--- src/rtl/hazard_fwd_ctrl_pkg.sv ---
// Shared types, forwarding-select encodings and hazard helper functions
// for the MIPS hazard/forwarding controller.
package hazard_fwd_ctrl_pkg;

    localparam int TNEW_W = 2;

    typedef logic [4:0]        reg_addr_t;
    typedef logic [TNEW_W-1:0] tnew_t;
    typedef logic [1:0]        fw_sel_t;

    localparam fw_sel_t FW_NONE   = 2'b00;
    localparam fw_sel_t FW_W      = 2'b01;
    localparam fw_sel_t FW_M      = 2'b10;
    localparam tnew_t   TUSE_NONE = 2'd3;

    typedef struct packed {
        reg_addr_t rs;
        reg_addr_t rt;
        reg_addr_t wa;
        tnew_t     tnew;
    } e_tag_t;

    // M wins over W; a result still being computed in M is not forwardable.
    function automatic fw_sel_t fwdSelect(input reg_addr_t addr,
                                          input reg_addr_t mWa,
                                          input tnew_t     mTnew,
                                          input reg_addr_t wWa);
        fw_sel_t sel;
        sel = FW_NONE;
        if (addr != '0) begin
            if (mWa == addr && mTnew == '0) begin
                sel = FW_M;
            end else if (wWa == addr) begin
                sel = FW_W;
            end
        end
        return sel;
    endfunction

    function automatic logic rawHazard(input reg_addr_t addr,
                                       input tnew_t     tuse,
                                       input reg_addr_t wa,
                                       input tnew_t     tnew);
        return (addr != '0) && (tuse != TUSE_NONE) && (addr == wa) && (tuse < tnew);
    endfunction

endpackage

--- src/rtl/hazard_fwd_ctrl_if.sv ---
// Pipeline-side view of the hazard controller: D-stage operand info in,
// stall and operand-mux selects out.
interface hazard_fwd_ctrl_if;
    import hazard_fwd_ctrl_pkg::*;

    logic      flush;
    reg_addr_t D_rs;
    reg_addr_t D_rt;
    tnew_t     D_Tuse_rs;
    tnew_t     D_Tuse_rt;
    reg_addr_t D_wa;
    tnew_t     D_Tnew;
    logic      D_md_use;
    logic      E_md_start;
    logic      E_md_div;

    logic      stall;
    fw_sel_t   D_fw_rs;
    fw_sel_t   D_fw_rt;
    fw_sel_t   E_fw_rs;
    fw_sel_t   E_fw_rt;
    logic      md_busy;

    modport master (
        output flush, D_rs, D_rt, D_Tuse_rs, D_Tuse_rt, D_wa, D_Tnew,
               D_md_use, E_md_start, E_md_div,
        input  stall, D_fw_rs, D_fw_rt, E_fw_rs, E_fw_rt, md_busy
    );

    modport slave (
        input  flush, D_rs, D_rt, D_Tuse_rs, D_Tuse_rt, D_wa, D_Tnew,
               D_md_use, E_md_start, E_md_div,
        output stall, D_fw_rs, D_fw_rt, E_fw_rs, E_fw_rt, md_busy
    );

endinterface

--- src/rtl/hazard_fwd_ctrl_md_busy_ctr.sv ---
// HI/LO unit busy counter: loads the mult or div latency on start and
// counts down to zero; busy while nonzero.
module hazard_fwd_ctrl_md_busy_ctr #(
    parameter int MULT_CYCLES = 5,
    parameter int DIV_CYCLES  = 10
) (
    input  logic clk,
    input  logic reset,
    input  logic start_i,
    input  logic div_i,
    output logic busy_o
);

    localparam int MAX_CYCLES = (DIV_CYCLES > MULT_CYCLES) ? DIV_CYCLES : MULT_CYCLES;
    localparam int CNT_W      = ($clog2(MAX_CYCLES + 1) > 4) ? $clog2(MAX_CYCLES + 1) : 4;

    logic [CNT_W-1:0] count_q;
    logic [CNT_W-1:0] count_d;

    // A new start reloads even if a previous operation is still counting.
    always_comb begin
        count_d = count_q;
        if (start_i) begin
            count_d = div_i ? CNT_W'(DIV_CYCLES) : CNT_W'(MULT_CYCLES);
        end else if (count_q != '0) begin
            count_d = count_q - CNT_W'(1);
        end
    end

    always_ff @(posedge clk) begin
        if (reset) begin
            count_q <= '0;
        end else begin
            count_q <= count_d;
        end
    end

    assign busy_o = (count_q != '0);

endmodule

--- src/rtl/hazard_fwd_ctrl.sv ---
// Stall and forwarding-select generator for the 5-stage MIPS core, driven
// by destination tags that shadow the E/M/W pipeline registers.
module hazard_fwd_ctrl
    import hazard_fwd_ctrl_pkg::*;
#(
    parameter int MULT_CYCLES = 5,
    parameter int DIV_CYCLES  = 10
) (
    input  logic              clk,
    input  logic              reset,
    hazard_fwd_ctrl_if.slave  hz
);

    e_tag_t    eTag_q, eTag_d;
    reg_addr_t mWa_q, mWa_d;
    tnew_t     mTnew_q, mTnew_d;
    reg_addr_t wWa_q, wWa_d;
    logic      mdBusy;
    logic      stallD;

    // A consumer stalls when its operand is produced later than it is needed.
    always_comb begin
        stallD = 1'b0;
        if (rawHazard(hz.D_rs, hz.D_Tuse_rs, eTag_q.wa, eTag_q.tnew) ||
            rawHazard(hz.D_rs, hz.D_Tuse_rs, mWa_q, mTnew_q)         ||
            rawHazard(hz.D_rt, hz.D_Tuse_rt, eTag_q.wa, eTag_q.tnew) ||
            rawHazard(hz.D_rt, hz.D_Tuse_rt, mWa_q, mTnew_q)) begin
            stallD = 1'b1;
        end
        if (hz.D_md_use && (mdBusy || hz.E_md_start)) begin
            stallD = 1'b1;
        end
    end

    // W keeps advancing on flush: the instruction there has already committed.
    always_comb begin
        eTag_d  = '0;
        mWa_d   = '0;
        mTnew_d = '0;
        wWa_d   = mWa_q;
        if (!(stallD || hz.flush)) begin
            eTag_d = '{rs: hz.D_rs, rt: hz.D_rt, wa: hz.D_wa, tnew: hz.D_Tnew};
        end
        if (!hz.flush) begin
            mWa_d   = eTag_q.wa;
            mTnew_d = (eTag_q.tnew == '0) ? '0 : eTag_q.tnew - tnew_t'(1);
        end
    end

    always_ff @(posedge clk) begin
        if (reset) begin
            eTag_q  <= '0;
            mWa_q   <= '0;
            mTnew_q <= '0;
            wWa_q   <= '0;
        end else begin
            eTag_q  <= eTag_d;
            mWa_q   <= mWa_d;
            mTnew_q <= mTnew_d;
            wWa_q   <= wWa_d;
        end
    end

    hazard_fwd_ctrl_md_busy_ctr #(
        .MULT_CYCLES (MULT_CYCLES),
        .DIV_CYCLES  (DIV_CYCLES)
    ) u_md_busy_ctr (
        .clk     (clk),
        .reset   (reset),
        .start_i (hz.E_md_start),
        .div_i   (hz.E_md_div),
        .busy_o  (mdBusy)
    );

    assign hz.stall   = stallD;
    assign hz.md_busy = mdBusy;
    assign hz.D_fw_rs = fwdSelect(hz.D_rs, mWa_q, mTnew_q, wWa_q);
    assign hz.D_fw_rt = fwdSelect(hz.D_rt, mWa_q, mTnew_q, wWa_q);
    assign hz.E_fw_rs = fwdSelect(eTag_q.rs, mWa_q, mTnew_q, wWa_q);
    assign hz.E_fw_rt = fwdSelect(eTag_q.rt, mWa_q, mTnew_q, wWa_q);

endmodule

--- src/flat_wrapper.sv ---
// flat-port wrapper written by rule: the top's interface ports become plain ports
module hazard_fwd_ctrl_flat import hazard_fwd_ctrl_pkg::*;
#(
    parameter int MULT_CYCLES = 5,
    parameter int DIV_CYCLES  = 10
)
  (clk, reset, hz_flush, hz_D_rs, hz_D_rt, hz_D_Tuse_rs, hz_D_Tuse_rt, hz_D_wa, hz_D_Tnew, hz_D_md_use, hz_E_md_start, hz_E_md_div, hz_stall, hz_D_fw_rs, hz_D_fw_rt, hz_E_fw_rs, hz_E_fw_rt, hz_md_busy);
  hazard_fwd_ctrl_if hz_i ();
  input  logic clk;
  input  logic reset;
  input wire logic [$bits(hz_i.flush)-1:0] hz_flush;
  input wire logic [$bits(hz_i.D_rs)-1:0] hz_D_rs;
  input wire logic [$bits(hz_i.D_rt)-1:0] hz_D_rt;
  input wire logic [$bits(hz_i.D_Tuse_rs)-1:0] hz_D_Tuse_rs;
  input wire logic [$bits(hz_i.D_Tuse_rt)-1:0] hz_D_Tuse_rt;
  input wire logic [$bits(hz_i.D_wa)-1:0] hz_D_wa;
  input wire logic [$bits(hz_i.D_Tnew)-1:0] hz_D_Tnew;
  input wire logic [$bits(hz_i.D_md_use)-1:0] hz_D_md_use;
  input wire logic [$bits(hz_i.E_md_start)-1:0] hz_E_md_start;
  input wire logic [$bits(hz_i.E_md_div)-1:0] hz_E_md_div;
  output wire logic [$bits(hz_i.stall)-1:0] hz_stall;
  output wire logic [$bits(hz_i.D_fw_rs)-1:0] hz_D_fw_rs;
  output wire logic [$bits(hz_i.D_fw_rt)-1:0] hz_D_fw_rt;
  output wire logic [$bits(hz_i.E_fw_rs)-1:0] hz_E_fw_rs;
  output wire logic [$bits(hz_i.E_fw_rt)-1:0] hz_E_fw_rt;
  output wire logic [$bits(hz_i.md_busy)-1:0] hz_md_busy;
  assign hz_i.flush = hz_flush;
  assign hz_i.D_rs = hz_D_rs;
  assign hz_i.D_rt = hz_D_rt;
  assign hz_i.D_Tuse_rs = hz_D_Tuse_rs;
  assign hz_i.D_Tuse_rt = hz_D_Tuse_rt;
  assign hz_i.D_wa = hz_D_wa;
  assign hz_i.D_Tnew = hz_D_Tnew;
  assign hz_i.D_md_use = hz_D_md_use;
  assign hz_i.E_md_start = hz_E_md_start;
  assign hz_i.E_md_div = hz_E_md_div;
  assign hz_stall = hz_i.stall;
  assign hz_D_fw_rs = hz_i.D_fw_rs;
  assign hz_D_fw_rt = hz_i.D_fw_rt;
  assign hz_E_fw_rs = hz_i.E_fw_rs;
  assign hz_E_fw_rt = hz_i.E_fw_rt;
  assign hz_md_busy = hz_i.md_busy;
  hazard_fwd_ctrl #(.MULT_CYCLES(MULT_CYCLES), .DIV_CYCLES(DIV_CYCLES)) u_core (.clk(clk), .reset(reset), .hz(hz_i));
endmodule
--- config.mk ---
export PLATFORM = sky130hd
export DESIGN_NAME = hazard_fwd_ctrl_flat
export DESIGN_NICKNAME = d
export VERILOG_FILES = /design/src/rtl/hazard_fwd_ctrl_pkg.sv /design/src/rtl/hazard_fwd_ctrl_if.sv /design/src/rtl/hazard_fwd_ctrl_md_busy_ctr.sv /design/src/rtl/hazard_fwd_ctrl.sv /design/src/flat_wrapper.sv
export SDC_FILE = /design/constraint.sdc
export NUM_CORES = 1
export LEC_CHECK = 0
export ABC_AREA = 1
export ABC_CLOCK_PERIOD_IN_PS = 1700
export CAP_MARGIN = 20
export CORE_MARGIN = 2
export CORE_UTILIZATION = 47
export CTS_CLUSTER_SIZE = 12
export DETAILED_ROUTE_END_ITERATION = 6
export PLACE_DENSITY_LB_ADDON = 0.15
export SYNTH_ARGS = -nofsm -noshare
export SYNTH_HDL_FRONTEND = slang
export SYNTH_SLANG_ARGS = --single-unit
export TNS_END_PERCENT = 5
--- constraint.sdc ---
create_clock -name clk -period 1.7 [get_ports clk]
set_clock_uncertainty 0.2 [all_clocks]
set_input_delay 0.425 -clock clk [delete_from_list [all_inputs] [get_ports clk]]
set_output_delay 0.425 -clock clk [all_outputs]
set_load 0.01 [all_outputs]
==> results.toml, run 1 <==
[status]
outcome = "finished, violations left"
violations = "setup timing"

[global_routing]
grt_remaining_overflow = 0
grt_pass1_wl_mm = 9.09
antenna_found_initial = 0
grt_max_degree = 14
grt_pass1_vias = 2007
track_usage = 0.267

[sta]
fmax_mhz = 450
slew_headroom = 0.806
finalSetupTns_ns = -6.30
fin_crit_ns = 2.22
max_slew.worst_pin.slew_ns = 0.291
finalSetupViolations = 27
finalWorstSetupSlack_ns = -0.520
post-route-period-util = 1.31
slew_violations = 0
finalHoldViolations = 0
rsz0062_at_grt = "true"

[worst_setup_path]
reg2reg_slack_ns = -0.17
crit_required_ns = 1.07
critPathMaxStageDelay_ns = 0.35
crit_slowest_cell = "dfxtp_4"
worstPathCellList = "buf_4 -> xor2_1 -> nor2_1 -> buf_4 -> nand4_1 -> nand2_1 -> nand2_2 -> nand3_2 -> buf_6"
critPathArrivalTime_ns = 1.59
path_class = "register to output pin"
crit_buf_inv = 3
crit_family = "simple AND/OR/NAND/NOR gates"
cp_common_cell = "buf_4"
worstSetupEndpointType = "output pin"
critPathLaunchType = "register"
path_max_fanout = 3

[synthesis]
synth-seq-area-share = 0.334
synthFlopType = "dfxtp_1"
yosysWarnings = 0
netlist_area_um2 = 1980
ys_types = 30
avgSynthCellArea_um2 = 7.12
synth_fp_nets = 312
async_flop_share = 0
synth_edf_count = 0
synth_seq_cells = 33
synthCells = 278

[drt]
top_layer_used = "met4"
post_drt_wl_per_cell_um = 12.7
wirelength_met1_mm = 2.35
num_vias = 2125
wl_met2_mm = 2.83
met3_length_um = 265
drcViolationCount = 0
vias_per_cell = 4.84
drt_iter0_markers = 101
wl_mm = 5.56
ant_nets = 0
drt_first_pass_iters = 4

[power]
sequentialPowerShare = 0.433
power_frac_comb = 0.284
clkPwrFrac = 0.283
switching_power_uw = 551
design_power_total_mw = 1.92
power_leakage_nw = 1.58
p_per_area_nw_per_um2 = 626
netSwitchingFraction = 0.287
p_int_mw = 1.37
ir_drop_mv = 0.529

[final_layout]
final_cells = 439
antennaDiodeCount = 0
fin_nets = 424
drive_gt1_frac = 0.355
layout_commonest_cell = "buf_4"
syn2layout_area_growth_pct = 54.8
layout_common_cells = "buf_4 (70), inv_1 (45), nand2_1 (42), nor2_1 (37), dfxtp_1 (25)"

[die]
core.rowCount = 23
start_util = 0.492
ios = 37
coreArea_um2 = 4030
dieArea_um2 = 4750
die_h_um = 68.9
die_w_um = 68.9

[clock_tree]
path_clk_slew_ns = 0.06
cts_buffers = 5
ctsHtreeMaxLevel = 2
max-clock-path-buffers = 2
cts.sinks = 33
clk_latency_ns = 0.29
root_buffer = "clkbuf_8"
cts_tree = "done"

[placed_design]
place_congestion = 0.878
io_buffer_count = 36
place_hpwl_mm = 4.25
dp.cells = 425

[hold_path]
worstHoldPathType = "input pin to register"

[run]
drv_cap = 0
[per-stage QoR]
step | hold slack, ns | setup WS (ns) | area, um^2 | utilization
after detailed placement | 0.305 | -1.27 | 2870 | 0.713
final | 0.295 | -0.520 | 3070 | 0.761
after floorplan | 0.245 | -0.0571 | 2000 | -
after global placement | 0.300 | -1.20 | 2870 | 0.713
after CTS | 0.306 | -0.586 | 3020 | 0.750
after global routing | 0.330 | -0.632 | 3070 | 0.761
[final timing paths]
kind | start | to | cells after the start
max reg2reg | u_core.mWa_q[1] | u_core.eTag_q[15] | 11
min | hz_D_rs[0] | u_core.eTag_q[12] | 4
min reg2reg | u_core.eTag_q[4] | u_core.mWa_q[2] | 2
max | u_core.mWa_q[1] | hz_stall | 9
[sequential cells by signal (all words and copies together) (netlist names)]
name,cells
u_core.eTag_q,17
u_core.mWa_q,5
u_core.wWa_q,5
u_core.u_md_busy_ctr.count_q,4
u_core.mTnew_q,2
[cell usage after synthesis (2+ instances only)]
library cell	n	area share
a21oi_1	9	0.023
a221oi_1	2	0.0088
dfxtp_1	33	0.33
ha_1	7	0.044
inv_1	50	0.095
inv_2	2	0.0038
nand2_1	42	0.080
nand2_2	2	0.0063
nand3_1	7	0.018
nand4_1	11	0.035
nor2_1	42	0.080
nor2_2	9	0.028
nor3_1	7	0.018
o21ai_0	6	0.015
o21bai_1	2	0.0076
o22ai_1	3	0.0095
or2_2	2	0.0063
xnor2_1	10	0.044
xor2_1	21	0.093
[tightest hold or removal path, stage by stage]
cell,delay [ns]
clkbuf_2,0.12
inv_1,0.08
buf_4,0.10
nor2_1,0.03
[final cells by class]
cell class / instances / area (um^2)
clock buffer: 5 / 68.8
fill: 302 / 962
timing repair buffer: 107 / 858
tap: 50 / 62.6
sequential: 33 / 676
clock inverter: 1 / 5.00
inverter: 52 / 195
multi-input combinational: 191 / 1200
[repair_timing]
item	4_1_cts	5_1_grt
resized for setup	73	18
hold buffers	0	0
pin swaps	15	13
setup buffers	5	3
endpoints found under the setup margin	27	27
endpoints found under the hold margin	0	0
[metal layers]
| metal | GRT usage | vias up |
|---|---|---|
| met5 | 0 | - |
| met4 | 0.103 | 0 |
| met3 | 0.0649 | 12 |
| met2 | 0.471 | 60 |
| met1 | 0.309 | 961 |
| li1 | - | 1092 |
[cell families after synthesis]
family,Yosys count,share of synthesized area
and+or+nand+nor,127,0.297
adders and majority gates,7,0.0442
xor gates and xnor gates,31,0.137
AOI/OAI and AO/OA,26,0.0771
buffers and inverters,54,0.111
DFF,33,0.334
[power by group through the flow]
stage | Clock (mW) | Sequential [mW] | Combinational (mW)
finish | 0.544 | 0.832 | 0.545
CTS | 0.551 | 0.834 | 0.538
detailed placement | 0 | 0.849 | 0.529
floorplan | 0 | 0.846 | 0.243
global placement | 0 | 0.848 | 0.517
global route | 0.592 | 0.834 | 0.604
Power figures use the tool's default switching activity.
==> run 2: changes to the inputs <==
--- a/config.mk
+++ b/config.mk
@@ -12,7 +12,9 @@
 export CORE_UTILIZATION = 47
 export CTS_CLUSTER_SIZE = 12
 export DETAILED_ROUTE_END_ITERATION = 6
+export MAX_ROUTING_LAYER = met4
 export PLACE_DENSITY_LB_ADDON = 0.15
+export SKIP_CTS_REPAIR_TIMING = 1
 export SYNTH_ARGS = -nofsm -noshare
 export SYNTH_HDL_FRONTEND = slang
 export SYNTH_SLANG_ARGS = --single-unit
==> constraint.sdc (replaced) <==
create_clock -name clk -period 1.7 [get_ports clk]
set_clock_uncertainty 0.2 [all_clocks]
set_input_delay 0.17 -clock clk [delete_from_list [all_inputs] [get_ports clk]]
set_output_delay 0.17 -clock clk [all_outputs]
set_load 0.01 [all_outputs]
==> run 2 against run 1 <==
Net effect:
- the run still ends with setup timing left
- final cell count shrank 0.68%
- global-route usage shrank 0.55 points
- count of clock-buffer cells in the layout grew 2
- via count grew 2.0%
- critical endpoint is now hz_E_fw_rt[0]
- critical path type unchanged
- register-to-register slack gained 0.15 ns
- worst setup slack gained 0.17 ns
==> results.toml, run 2 (same netlist as run 1, synthesis figures left out) <==
[drt]
vias_per_cell = 4.97
post_drt_wl_per_cell_um = 13.0
drcViolationCount = 0
drt_iter0_markers = 145
wl_mm = 5.68
drt_first_pass_iters = 4
ant_nets = 0
num_vias = 2167

[final_layout]
fin_nets = 419
syn2layout_area_growth_pct = 53.3
fin_area_um2 = 3040
top_regs = "u_core.eTag_q (17), u_core.mWa_q (5), u_core.wWa_q (5)"
post-route-util = 0.754
layout_common_cells = "buf_4 (65), inv_1 (46), nand2_1 (42), nor2_1 (38), dfxtp_1 (27)"
largest_reg_flops = 17
largest-register = "u_core.eTag_q"
layout_commonest_cell = "buf_4"
antennaDiodeCount = 0
drive_gt1_frac = 0.308

[sta]
rsz0062_at_grt = "true"
post-route-period-util = 1.21
slew_violations = 0
finalSetupViolations = 21
finalSetupTns_ns = -2.16
finalWorstSetupSlack_ns = -0.349
max_slew.worst_pin.slew_ns = 0.287
fin_crit_ns = 2.05
finalHoldViolations = 0
slew_headroom = 0.808
fmax_mhz = 488

[hold_path]
holdCritStartpoint = "hz_D_rs[0]"
holdPathEnd = "u_core.eTag_q[12]"
worstHoldPathType = "input pin to register"
hold_depth = 4

[placed_design]
io_buffer_count = 36
place_congestion = 0.957
placed_cell_area_um2 = 2880
place_hpwl_mm = 4.24
dp_slack_ns = -0.674

[power]
ir_drop_mv = 0.669
p_per_area_nw_per_um2 = 707
power_leakage_nw = 1.57
design_power_total_mw = 2.15

[worst_setup_path]
rr_startpoint = "u_core.mTnew_q[1]"
path_class = "register to output pin"
reg2reg_slack_ns = -0.02
critPathArrivalTime_ns = 1.68
crit_required_ns = 1.33
critPathLaunchType = "register"
reg2regPathDepth = 9
path_max_fanout = 2
worstSetupEndpointType = "output pin"
worstReg2RegEnd = "u_core.eTag_q[10]"

[clock_tree]
clk_latency_ns = 0.30
cts_buffers = 5
ctsHtreeMaxLevel = 2
cts.sinks = 33
root_buffer = "clkbuf_8"
cts_tree = "done"
max-clock-path-buffers = 2
path_clk_slew_ns = 0.07

[global_routing]
antenna_found_initial = 0
grt_remaining_overflow = 0
track_usage = 0.261
grt_pass1_vias = 1997
grt_pass1_wl_mm = 8.66
grt_max_degree = 13

[die]
start_util = 0.492
coreArea_um2 = 4030
ios = 37
die_w_um = 68.9
dieArea_um2 = 4750
die_h_um = 68.9
core.rowCount = 23

[status]
outcome = "finished, violations left"
violations = "setup timing"

[run]
drv_cap = 0
-- run 2: cell type report --
class	instances	area [um^2]
clock buffer	7	86.3
clock inverter	1	30.0
fill	327	992
inverter	52	195
multi-input combinational	191	1160
sequential	33	668
tap	50	62.6
timing repair buffer	102	837
-- run 2: how the worst max path moves through the flow --
stage / from / end / slack (ns) / depth (start not counted)
final: u_core.mTnew_q[0] / hz_E_fw_rt[0] / -0.35 / 8
after global routing: u_core.mTnew_q[0] / hz_E_fw_rt[1] / -0.50 / 7
after CTS: u_core.mTnew_q[1] / hz_E_fw_rt[1] / -0.82 / 7
after detailed placement: hz_D_Tuse_rt[1] / hz_stall / -0.67 / 8
after global placement: hz_D_Tuse_rt[1] / hz_stall / -0.67 / 9
after floorplan: u_core.u_md_busy_ctr.count_q[0] / u_core.eTag_q[9] / 0.07 / 9
-- run 2: per-layer routing --
metal	GRT usage	up-vias	share of wire
met5	-	-	0
met4	0.105	0	0.027
met3	0.0617	21	0.070
met2	0.434	94	0.50
met1	0.304	972	0.40
li1	-	1080	-
-- run 2: worst max-delay path: stages (launching register included) --
cell and delay [ns]:
dfxtp_2 0.34, nor2_4 0.13, inv_2 0.06, a21oi_2 0.09, nand4_1 0.12, nor4_2 0.34, buf_4 0.16, nor2_1 0.03
clkbuf_2 0.11
-- run 2: power breakdown --
part           switching [mW]  leakage, nW  total [mW]  internal (mW)
combinational           0.244         1.24       0.529          0.285
clock                   0.305       0.0585       0.783          0.478
sequential             0.0270        0.272       0.834          0.807
-- run 2: metrics by stage --
stage / hold slack (ns) / cells
final: 0.0965 / 436
after global routing: 0.126 / 436
after CTS: 0.186 / 435
after detailed placement: 0.288 / 427
after global placement: 0.283 / 427
after floorplan: 0.0424 / 278
==> run 3: changes to the inputs <==
--- a/config.mk
+++ b/config.mk
@@ -6,10 +6,10 @@
 export NUM_CORES = 1
 export LEC_CHECK = 0
 export ABC_AREA = 1
-export ABC_CLOCK_PERIOD_IN_PS = 1700
 export CAP_MARGIN = 20
 export CORE_MARGIN = 2
-export CORE_UTILIZATION = 47
+export CORE_UTILIZATION = 55
+export CTS_CLUSTER_DIAMETER = 50
 export CTS_CLUSTER_SIZE = 12
 export DETAILED_ROUTE_END_ITERATION = 6
 export MAX_ROUTING_LAYER = met4
==> constraint.sdc (replaced) <==
create_clock -name clk -period 2.5 [get_ports clk]
set_clock_uncertainty 0.2 [all_clocks]
set_input_delay 0.25 -clock clk [delete_from_list [all_inputs] [get_ports clk]]
set_output_delay 0.25 -clock clk [all_outputs]
set_load 0.01 [all_outputs]
==> run 3 against run 2 <==
Net effect:
- the flow still finishes with violations (setup timing)
- worst setup slack better by 0.33 ns
- register-to-register slack better by 0.63 ns
- sequential cell count stayed put
- sequential share of layout area is 4.2 points higher
- combinational power is 47% lower
- sequential power is 32% lower
- die area is 14% lower
- wire length is 18% lower
- critical path type unchanged
- largest cell class unchanged
==> results.toml, run 3 (same netlist as run 1, synthesis figures left out) <==
[placed_design]
io_buffer_count = 36
place_hpwl_mm = 3.68
place_congestion = 0.984
dp.cells = 370

[final_layout]
antennaDiodeCount = 0
fin_nets = 365
layout_commonest_cell = "inv_1"
drive_gt1_frac = 0.127
top_regs = "u_core.eTag_q (17), u_core.mWa_q (5), u_core.wWa_q (5)"
layout_common_cells = "inv_1 (50), nand2_1 (42), nor2_1 (41), clkdlybuf4s50_1 (32), dfxtp_1 (28)"
largest_reg_flops = 17
final_cells = 377
syn2layout_area_growth_pct = 28.4
post-route-util = 0.750
largest-register = "u_core.eTag_q"

[clock_tree]
cts_buffers = 5
max-clock-path-buffers = 2
path_clk_slew_ns = 0.09
cts_tree = "done"
ctsHtreeMaxLevel = 2
cts.sinks = 33
root_buffer = "clkbuf_4"
clk_latency_ns = 0.34

[sta]
rsz0062_at_grt = "true"
holdWs_ns = 0.146
fin_crit_ns = 2.52
max_slew.worst_pin.slew_ns = 0.381
finalSetupTns_ns = -0.0159
post-route-period-util = 1.01
slew_headroom = 0.746
slew_violations = 0
fmax_mhz = 397
finalWorstSetupSlack_ns = -0.0159
finalHoldViolations = 0
finalSetupViolations = 1

[worst_setup_path]
critPathLaunchType = "register"
worstSetupEndpointType = "output pin"
path_max_fanout = 3
cp-startpoint = "u_core.mTnew_q[0]"
critPathArrivalTime_ns = 2.07
path_class = "register to output pin"
crit_required_ns = 2.05
reg2regPathDepth = 8
rr_startpoint = "u_core.u_md_busy_ctr.count_q[0]"

[run]
drv_cap = 0

[global_routing]
track_usage = 0.253
grt_max_degree = 18
grt_remaining_overflow = 0
grt_pass1_wl_mm = 7.84
antenna_found_initial = 0
grt_pass1_vias = 1781

[power]
power_leakage_nw = 1.27
ir_drop_mv = 0.287
p_per_area_nw_per_um2 = 456

[drt]
post_drt_wl_per_cell_um = 12.4
ant_nets = 0
num_vias = 1891
drt_iter0_markers = 78
drcViolationCount = 0
vias_per_cell = 5.02
wl_mm = 4.67
drt_first_pass_iters = 4

[die]
die_w_um = 64.0
dieArea_um2 = 4100
coreArea_um2 = 3390
start_util = 0.584
core.rowCount = 21
die_h_um = 64.0
ios = 37

[hold_path]
worstHoldPathType = "input pin to register"
holdCritStartpoint = "hz_D_rt[3]"
hold_depth = 4

[status]
violations = "setup timing"
outcome = "finished, violations left"
run 3: per-stage QoR:
step                      total power, mW  cell area, um^2  setup slack (ns)
after floorplan                     0.737             1980             0.872
after global placement              0.855             2460           -0.0426
after detailed placement            0.861             2460           -0.0368
after CTS                            1.16             2520            -0.170
after global routing                 1.22             2540            -0.104
final                                1.16             2540           -0.0159
run 3: where the power goes:
part | total (mW) | switching (mW) | internal, mW | leakage (nW)
clock | 0.310 | 0.177 | 0.133 | 0.0314
sequential | 0.570 | 0.0214 | 0.549 | 0.271
combinational | 0.281 | 0.137 | 0.143 | 0.966
run 3: area by class of cell:
type | count | area, um^2
Timing Repair Buffer | 48 | 460
Inverter | 52 | 195
Sequential cell | 33 | 667
Fill cell | 279 | 846
Tap cell | 46 | 57.6
Multi-Input combinational cell | 191 | 1110
Clock buffer | 7 | 55.1
run 3: routing by layer:
metal | part of all wire | track usage
met1 | 0.44 | 0.296
met2 | 0.50 | 0.427
met3 | 0.039 | 0.0493
met4 | 0.017 | 0.101
met5 | 0 | -
run 3: worst paths after layout:
check | endpoint | slack, ns
setup / recovery | hz_E_fw_rt[1] | -0.02
hold / removal | u_core.eTag_q[10] | 0.15
setup reg to reg | u_core.eTag_q[13] | 0.61
hold reg to reg | u_core.mWa_q[2] | 0.28
run 3: worst max-delay path: stages (launching register included):
cell             delay (ns)
dfxtp_1                0.34
nor2_2                 0.13
inv_1                  0.09
a21oi_1                0.13
nand4_1                0.13
nor4_2                 0.19
nor2b_1                0.16
clkdlybuf4s50_1        0.54
